$ cat src/rtl/fat32_file_tracker.sv
// rtl/fat32_file_tracker.sv - FAT32 file-position tracker with START/BUSY/DONE handshake
module fat32_file_tracker #(
  parameter int unsigned AW           = 32,
  parameter int unsigned BLK_LOG2     = 9,
  parameter int unsigned FAT_ENT_LOG2 = 7,
  parameter int unsigned FIRST_CLUST  = 4,
  parameter int unsigned FAT_UPD_OFS  = 1
) (
  input  logic                    CLK,
  input  logic                    RST,
  input  logic                    START,
  input  logic                    CLR,
  input  logic [AW-1:0]           ADD_BLOCKS,
  input  logic [2:0]              CLUST_SHIFT,
  input  logic [AW-1:0]           FILE_BEGIN_ADDR,
  input  logic [AW-1:0]           FAT1_BEGIN_ADDR,
  input  logic [AW-1:0]           FAT2_BEGIN_ADDR,
  output logic                    BUSY,
  output logic                    DONE,
  output logic                    ERR,
  output logic [AW-1:0]           BLOCKS_TOTAL,
  output logic [AW-1:0]           FILE_SIZE_BYTES,
  output logic [AW-1:0]           ADDR_RESUME,
  output logic [AW-1:0]           CLUST_NUM_EOF,
  output logic [AW-1:0]           FIRST_CLUST_UPD_FAT,
  output logic [AW-1:0]           ADDR_UPD_FAT1,
  output logic [AW-1:0]           ADDR_UPD_FAT2,
  output logic [FAT_ENT_LOG2+1:0] FAT_ENTRY_BYTE_OFS
);

  typedef enum logic [2:0] {S_IDLE, S_ACC, S_DIV, S_FAT, S_OUT} state_t;

  state_t                  state_q, state_d;
  logic [AW-1:0]           add_q, add_d;
  logic [2:0]              shift_q, shift_d;
  logic [AW-1:0]           file_q, file_d;
  logic [AW-1:0]           fat1_q, fat1_d;
  logic [AW-1:0]           fat2_q, fat2_d;
  logic [AW-1:0]           acc_q, acc_d;
  logic [AW-1:0]           clust_q, clust_d;
  logic [AW-1:0]           page_q, page_d;
  logic                    err_q, err_d;
  logic                    done_q, done_d;
  logic [AW-1:0]           blocks_q, blocks_d;
  logic [AW-1:0]           size_q, size_d;
  logic [AW-1:0]           resume_q, resume_d;
  logic [AW-1:0]           eof_q, eof_d;
  logic [AW-1:0]           first_upd_q, first_upd_d;
  logic [AW-1:0]           upd_fat1_q, upd_fat1_d;
  logic [AW-1:0]           upd_fat2_q, upd_fat2_d;
  logic [FAT_ENT_LOG2+1:0] ofs_q, ofs_d;

  logic [AW:0]             sum;
  logic [AW-1:0]           eof_c;
  logic                    size_lost;

  // Next-state and datapath: one pipeline step per state, outputs published in S_OUT.
  always_comb begin
    state_d     = state_q;
    add_d       = add_q;
    shift_d     = shift_q;
    file_d      = file_q;
    fat1_d      = fat1_q;
    fat2_d      = fat2_q;
    acc_d       = acc_q;
    clust_d     = clust_q;
    page_d      = page_q;
    err_d       = err_q;
    done_d      = 1'b0;
    blocks_d    = blocks_q;
    size_d      = size_q;
    resume_d    = resume_q;
    eof_d       = eof_q;
    first_upd_d = first_upd_q;
    upd_fat1_d  = upd_fat1_q;
    upd_fat2_d  = upd_fat2_q;
    ofs_d       = ofs_q;

    sum       = {1'b0, acc_q} + {1'b0, add_q};
    eof_c     = clust_q + AW'(FIRST_CLUST);
    // Any set bit in the top BLK_LOG2 positions would fall off the byte-size shift.
    size_lost = (acc_q >> (AW - BLK_LOG2)) != '0;

    case (state_q)
      S_IDLE: begin
        // CLR takes effect before a simultaneous START so the add starts from zero.
        if (CLR) begin
          acc_d = '0;
          err_d = 1'b0;
        end
        if (START) begin
          add_d   = ADD_BLOCKS;
          shift_d = CLUST_SHIFT;
          file_d  = FILE_BEGIN_ADDR;
          fat1_d  = FAT1_BEGIN_ADDR;
          fat2_d  = FAT2_BEGIN_ADDR;
          state_d = S_ACC;
        end
      end
      S_ACC: begin
        if (sum[AW]) begin
          acc_d = '1;
          err_d = 1'b1;
        end else begin
          acc_d = sum[AW-1:0];
        end
        state_d = S_DIV;
      end
      S_DIV: begin
        clust_d = acc_q >> shift_q;
        state_d = S_FAT;
      end
      S_FAT: begin
        page_d  = clust_q >> FAT_ENT_LOG2;
        state_d = S_OUT;
      end
      S_OUT: begin
        blocks_d = acc_q;
        if (size_lost) begin
          size_d = '1;
          err_d  = 1'b1;
        end else begin
          size_d = acc_q << BLK_LOG2;
        end
        resume_d    = file_q + acc_q;
        eof_d       = eof_c;
        first_upd_d = (page_q << FAT_ENT_LOG2) + AW'(FAT_UPD_OFS);
        upd_fat1_d  = fat1_q + page_q;
        upd_fat2_d  = fat2_q + page_q;
        ofs_d       = {eof_c[FAT_ENT_LOG2-1:0], 2'b00};
        done_d      = 1'b1;
        state_d     = S_IDLE;
      end
      default: state_d = S_IDLE;
    endcase
  end

  // State and datapath registers with asynchronous clear.
  always_ff @(posedge CLK or posedge RST) begin
    if (RST) begin
      state_q     <= S_IDLE;
      add_q       <= '0;
      shift_q     <= '0;
      file_q      <= '0;
      fat1_q      <= '0;
      fat2_q      <= '0;
      acc_q       <= '0;
      clust_q     <= '0;
      page_q      <= '0;
      err_q       <= 1'b0;
      done_q      <= 1'b0;
      blocks_q    <= '0;
      size_q      <= '0;
      resume_q    <= '0;
      eof_q       <= '0;
      first_upd_q <= '0;
      upd_fat1_q  <= '0;
      upd_fat2_q  <= '0;
      ofs_q       <= '0;
    end else begin
      state_q     <= state_d;
      add_q       <= add_d;
      shift_q     <= shift_d;
      file_q      <= file_d;
      fat1_q      <= fat1_d;
      fat2_q      <= fat2_d;
      acc_q       <= acc_d;
      clust_q     <= clust_d;
      page_q      <= page_d;
      err_q       <= err_d;
      done_q      <= done_d;
      blocks_q    <= blocks_d;
      size_q      <= size_d;
      resume_q    <= resume_d;
      eof_q       <= eof_d;
      first_upd_q <= first_upd_d;
      upd_fat1_q  <= upd_fat1_d;
      upd_fat2_q  <= upd_fat2_d;
      ofs_q       <= ofs_d;
    end
  end

  assign BUSY                = (state_q != S_IDLE);
  assign DONE                = done_q;
  assign ERR                 = err_q;
  assign BLOCKS_TOTAL        = blocks_q;
  assign FILE_SIZE_BYTES     = size_q;
  assign ADDR_RESUME         = resume_q;
  assign CLUST_NUM_EOF       = eof_q;
  assign FIRST_CLUST_UPD_FAT = first_upd_q;
  assign ADDR_UPD_FAT1       = upd_fat1_q;
  assign ADDR_UPD_FAT2       = upd_fat2_q;
  assign FAT_ENTRY_BYTE_OFS  = ofs_q;

endmodule
$ cat config.mk
export PLATFORM = sky130hd
export DESIGN_NAME = fat32_file_tracker
export DESIGN_NICKNAME = d
export VERILOG_FILES = /design/src/rtl/fat32_file_tracker.sv
export SDC_FILE = /design/constraint.sdc
export NUM_CORES = 1
export LEC_CHECK = 0
export CAP_MARGIN = 20
export CORE_ASPECT_RATIO = 0.9
export CORE_MARGIN = 5
export CORE_UTILIZATION = 36
export CTS_CLUSTER_SIZE = 25
export DETAILED_ROUTE_END_ITERATION = 10
export DONT_BUFFER_PORTS = 1
export MAX_ROUTING_LAYER = met4
export SLEW_MARGIN = 15
export SYNTH_ARGS = -nofsm -noshare
export SYNTH_HDL_FRONTEND = slang
export SYNTH_SLANG_ARGS = --single-unit
$ cat constraint.sdc
create_clock -name CLK -period 16.6 [get_ports CLK]
set_input_delay 2.49 -clock CLK [delete_from_list [all_inputs] [get_ports CLK]]
set_output_delay 2.49 -clock CLK [all_outputs]
set_load 0.03 [all_outputs]
==> results.cfg <==
[logic_synthesis]
postSynth.asyncResetShare_pct = 100
synth_enable_flop_cells = 0
netlist.area_leader.share_pct = 46.9
postSynthRegisterBits = 435
post_synth_inst_count = 2312
sequential_to_total_area_share_from_yosys_stat_pct = 46.9
synth.largest_area_cell = sky130_fd_sc_hd__dfrtp_1
synthesis_warning_total = 0
ranking_of_synthesized_cells_by_area = sky130_fd_sc_hd__dfrtp_1 (47%), sky130_fd_sc_hd__nand2_1 (7.7%), sky130_fd_sc_hd__mux2_2 (7.4%)
total_standard_cell_area_after_synthesis_um2 = 23200
library_cells_used_by_synthesis = 75
synth_ff_type = sky130_fd_sc_hd__dfrtp_1
syn_area_per_cell_um2 = 10.0

[clock_network]
h-tree-depth = 2
clk_pin_slew_worst_paths_ns = 0.06
cts_tree = done
cts-root-buf = sky130_fd_sc_hd__clkbuf_16
worstSkewPairLatency_ns = 0.61
cts_repair_resize_count = 0
cts_setup_buffers = 0
clk_path_buf_depth = 3
cts-buffers-inserted = 52
cts.sinks = 435
cts.hold.buffers_added = 0

[floorplan]
fp.dieW_um = 278
chipHeight_um = 251
rows = 88
floorplan.die_area_um2 = 69600
total_i_o_pin_count = 371
initial_util_pct = 36.3
floorplan.core_area_um2 = 64000

[critical_path]
crit_path_max_incr_delay_ns = 0.83
cp_cell_sequence = inv_8, buf_4, buf_4, buf_4
cpMaxStageDelayCell = sky130_fd_sc_hd__buf_4
path_buf_inv = 4
timing.setup.critical_path_class = input port to asynchronous set/reset pin
cpLargestDelayFamily = buffers and inverters
worst-path-max-fanout = 93
arrival_ns = 5.51
reg2reg_slack_ns = 12.83
worst-endpoint-required_ns = 17.20
crit_top_cell = sky130_fd_sc_hd__buf_4
setup.worst_path.start_class = input port
critical_path.endpoint_type = asynchronous set/reset pin

[place]
post-dp-hpwl_um = 52100
placement.io_buffers = 0
global_placer_s_final_weighted_congestion = 0.912

[power]
cellPowerDensity_nw_per_um2 = 260
vdd.ir_drop.worst_mv = 0.161
power_leakage_nw = 11.8

[finish]
drive_above_1_share_pct = 13.2
synthToLayoutAreaGrowth_pct = 11.2
final.fill_count = 6244
final_net_count = 2525
layout.area.seq_um2 = 10900
multi_input_gate_area_in_the_final_layout_um2 = 11700

[timing]
setup-violations-final = 0
slew_headroom_pct = 31.0
final.hold.worst_slack_ns = 0.499
setup_repair_after_global_routing_missed_its_margin = false
clock_skew_ns = 0.0181
period_needed_ns = 4.92
max_freq_ghz = 0.203
setup_tns_ns = 0
timing_worst_slew_pin_value_ns = 1.03
slew_viol_final = 0
final.period_utilization_pct = 29.6
hold_violations = 0

[global_routing]
grt_first_pass_wirelength_um = 107000
grt_overflow = 0
grt_start_max_net_pins = 94
gr-usage-all-layers_pct = 20.0
first_global_vias = 17331
grt_antenna_before_repair = 10

[drt]
ant_nets = 0
vias = 17018
routedWlPerCell_um = 22.2
drtPass1Iterations = 5
drt-total-wl_um = 70600
drt_drc_violations_left = 0
drt-vias-per-instance = 5.36
drtIter0Drc = 1024

[run]
max_cap_violations = 0

[status]
run_status = completed

[min_path]
min_path_type = flip-flop to flip-flop
[layout by cell type (no fill, tap or decap), drive strengths merged, types with 17 or more instances in the layout]
cell type,n
nand3,35
mux2i,40
o21bai,17
nor2b,17
nand4,24
o22a,23
ha,114
nand2,478
xnor2,61
o21ai,235
mux4,19
a211oi,21
inv,39
mux2,152
buf,24
clkbuf,70
nor2,64
a21o,42
dfrtp,435
nor3,21
o21a,18
a21oi,114
xor2,76
[cell type report]
cell class | count | area share [%]
multi-input cells | 1722 | 45.1
flip-flops and latches | 435 | 42.2
clock buffers | 70 | 5.85
well taps | 855 | 4.15
clock inverters | 22 | 1.29
repair buffers | 24 | 0.698
inverters | 37 | 0.572
diodes | 11 | 0.107
[state kept, by name (all words and copies together) (netlist names)]
register,flops
ADDR_RESUME,32
ADDR_UPD_FAT1,32
ADDR_UPD_FAT2,32
BLOCKS_TOTAL,32
CLUST_NUM_EOF,32
DONE,1
ERR,1
FILE_SIZE_BYTES,24
FIRST_CLUST_UPD_FAT,26
acc_q,32
add_q,32
clust_q,32
fat1_q,32
fat2_q,32
file_q,32
page_q,25
shift_q,3
state_q,3
[per-layer routing]
metal | track usage [%] | wire (µm) | up-vias
li1 | - | - | 8106
met1 | 24.0 | 29100 | 8315
met2 | 33.7 | 34600 | 477
met3 | 5.19 | 4850 | 120
met4 | 5.69 | 1980 | 0
met5 | - | 0 | -
[worst register-to-register path, cell delays in order (launching register included)]
cell	delay, ns
sky130_fd_sc_hd__dfrtp_1	0.47
sky130_fd_sc_hd__ha_1	0.39
sky130_fd_sc_hd__o21ai_0	0.10
sky130_fd_sc_hd__nor2_1	0.32
sky130_fd_sc_hd__o21ai_1	0.27
sky130_fd_sc_hd__a2111oi_0	0.70
sky130_fd_sc_hd__o31ai_1	0.26
sky130_fd_sc_hd__a21oi_1	0.42
sky130_fd_sc_hd__o211ai_1	0.34
sky130_fd_sc_hd__xor2_1	0.23
sky130_fd_sc_hd__o21ai_0	0.18
[path summary, 6_finish.rpt]
check / from / to / depth (start not counted)
max: RST / FIRST_CLUST_UPD_FAT[17] / 4
min: clust_q[0] / clust_q[0] / 2
max reg2reg: page_q[2] / ADDR_UPD_FAT2[31] / 10
min reg2reg: clust_q[0] / clust_q[0] / 2
max in group CLK: state_q[1] / BUSY / 2
min in group asynchronous: RST / ADDR_UPD_FAT1[26] / 1
[metrics by stage]
| step | area (µm²) | cells | power (mW) | setup slack (ns) | utilization [%] |
|---|---|---|---|---|---|
| 2_1_floorplan | 23200 | 2319 | 4.62 | 1.99 | - |
| 3_3_place_gp | 23900 | 3073 | 5.39 | 10.96 | 37.4 |
| 3_5_place_dp | 23900 | 3073 | 5.49 | 10.83 | 37.4 |
| 4_1_cts | 25800 | 3165 | 6.75 | 11.47 | 40.3 |
| 5_1_grt | 25800 | 3174 | 7.17 | 11.07 | 40.3 |
| 6_report | 25800 | 3176 | 6.70 | 11.68 | 40.3 |
[report_power, final]
part           internal, mW  switching, mW
clock network         0.747          0.476
registers              1.53           1.01
logic                  1.27           1.67
total                  3.54           3.16
[synth_stat cells, types with 9 or more instances]
| cell type | instances |
|---|---|
| sky130_fd_sc_hd__a21o_1 | 42 |
| sky130_fd_sc_hd__mux4_2 | 19 |
| sky130_fd_sc_hd__buf_4 | 23 |
| sky130_fd_sc_hd__dfrtp_1 | 435 |
| sky130_fd_sc_hd__buf_1 | 16 |
| sky130_fd_sc_hd__a21oi_1 | 113 |
| sky130_fd_sc_hd__a211oi_1 | 20 |
| sky130_fd_sc_hd__mux2_2 | 152 |
| sky130_fd_sc_hd__o21bai_1 | 17 |
| sky130_fd_sc_hd__xor2_1 | 76 |
| sky130_fd_sc_hd__nor2_1 | 64 |
| sky130_fd_sc_hd__nor3_1 | 21 |
| sky130_fd_sc_hd__ha_1 | 114 |
| sky130_fd_sc_hd__nor2b_1 | 17 |
| sky130_fd_sc_hd__and3_1 | 14 |
| sky130_fd_sc_hd__o22a_1 | 23 |
| sky130_fd_sc_hd__nand4_1 | 24 |
| sky130_fd_sc_hd__nand2_1 | 478 |
| sky130_fd_sc_hd__clkbuf_1 | 82 |
| sky130_fd_sc_hd__nand3_1 | 35 |
| sky130_fd_sc_hd__xnor2_1 | 61 |
| sky130_fd_sc_hd__o21a_1 | 18 |
| sky130_fd_sc_hd__inv_1 | 36 |
| sky130_fd_sc_hd__nand2b_1 | 13 |
| sky130_fd_sc_hd__o21ai_0 | 231 |
| sky130_fd_sc_hd__a31oi_1 | 13 |
| sky130_fd_sc_hd__mux2i_1 | 40 |
| sky130_fd_sc_hd__o211ai_1 | 9 |
[cell families after synthesis]
kind of cell	count (synthesis)	share of synthesized area [%]
AND/OR/NAND/NOR	696	12.8
AO/OA/AOI/OAI	552	14.7
flip-flops	435	46.9
multiplexers	211	10.9
buffers and inverters	162	3.04
XOR/XNOR	137	5.17
adder cells (fa/ha/maj)	118	6.49
other	1	0.0162
Power figures use the tool's default switching activity.
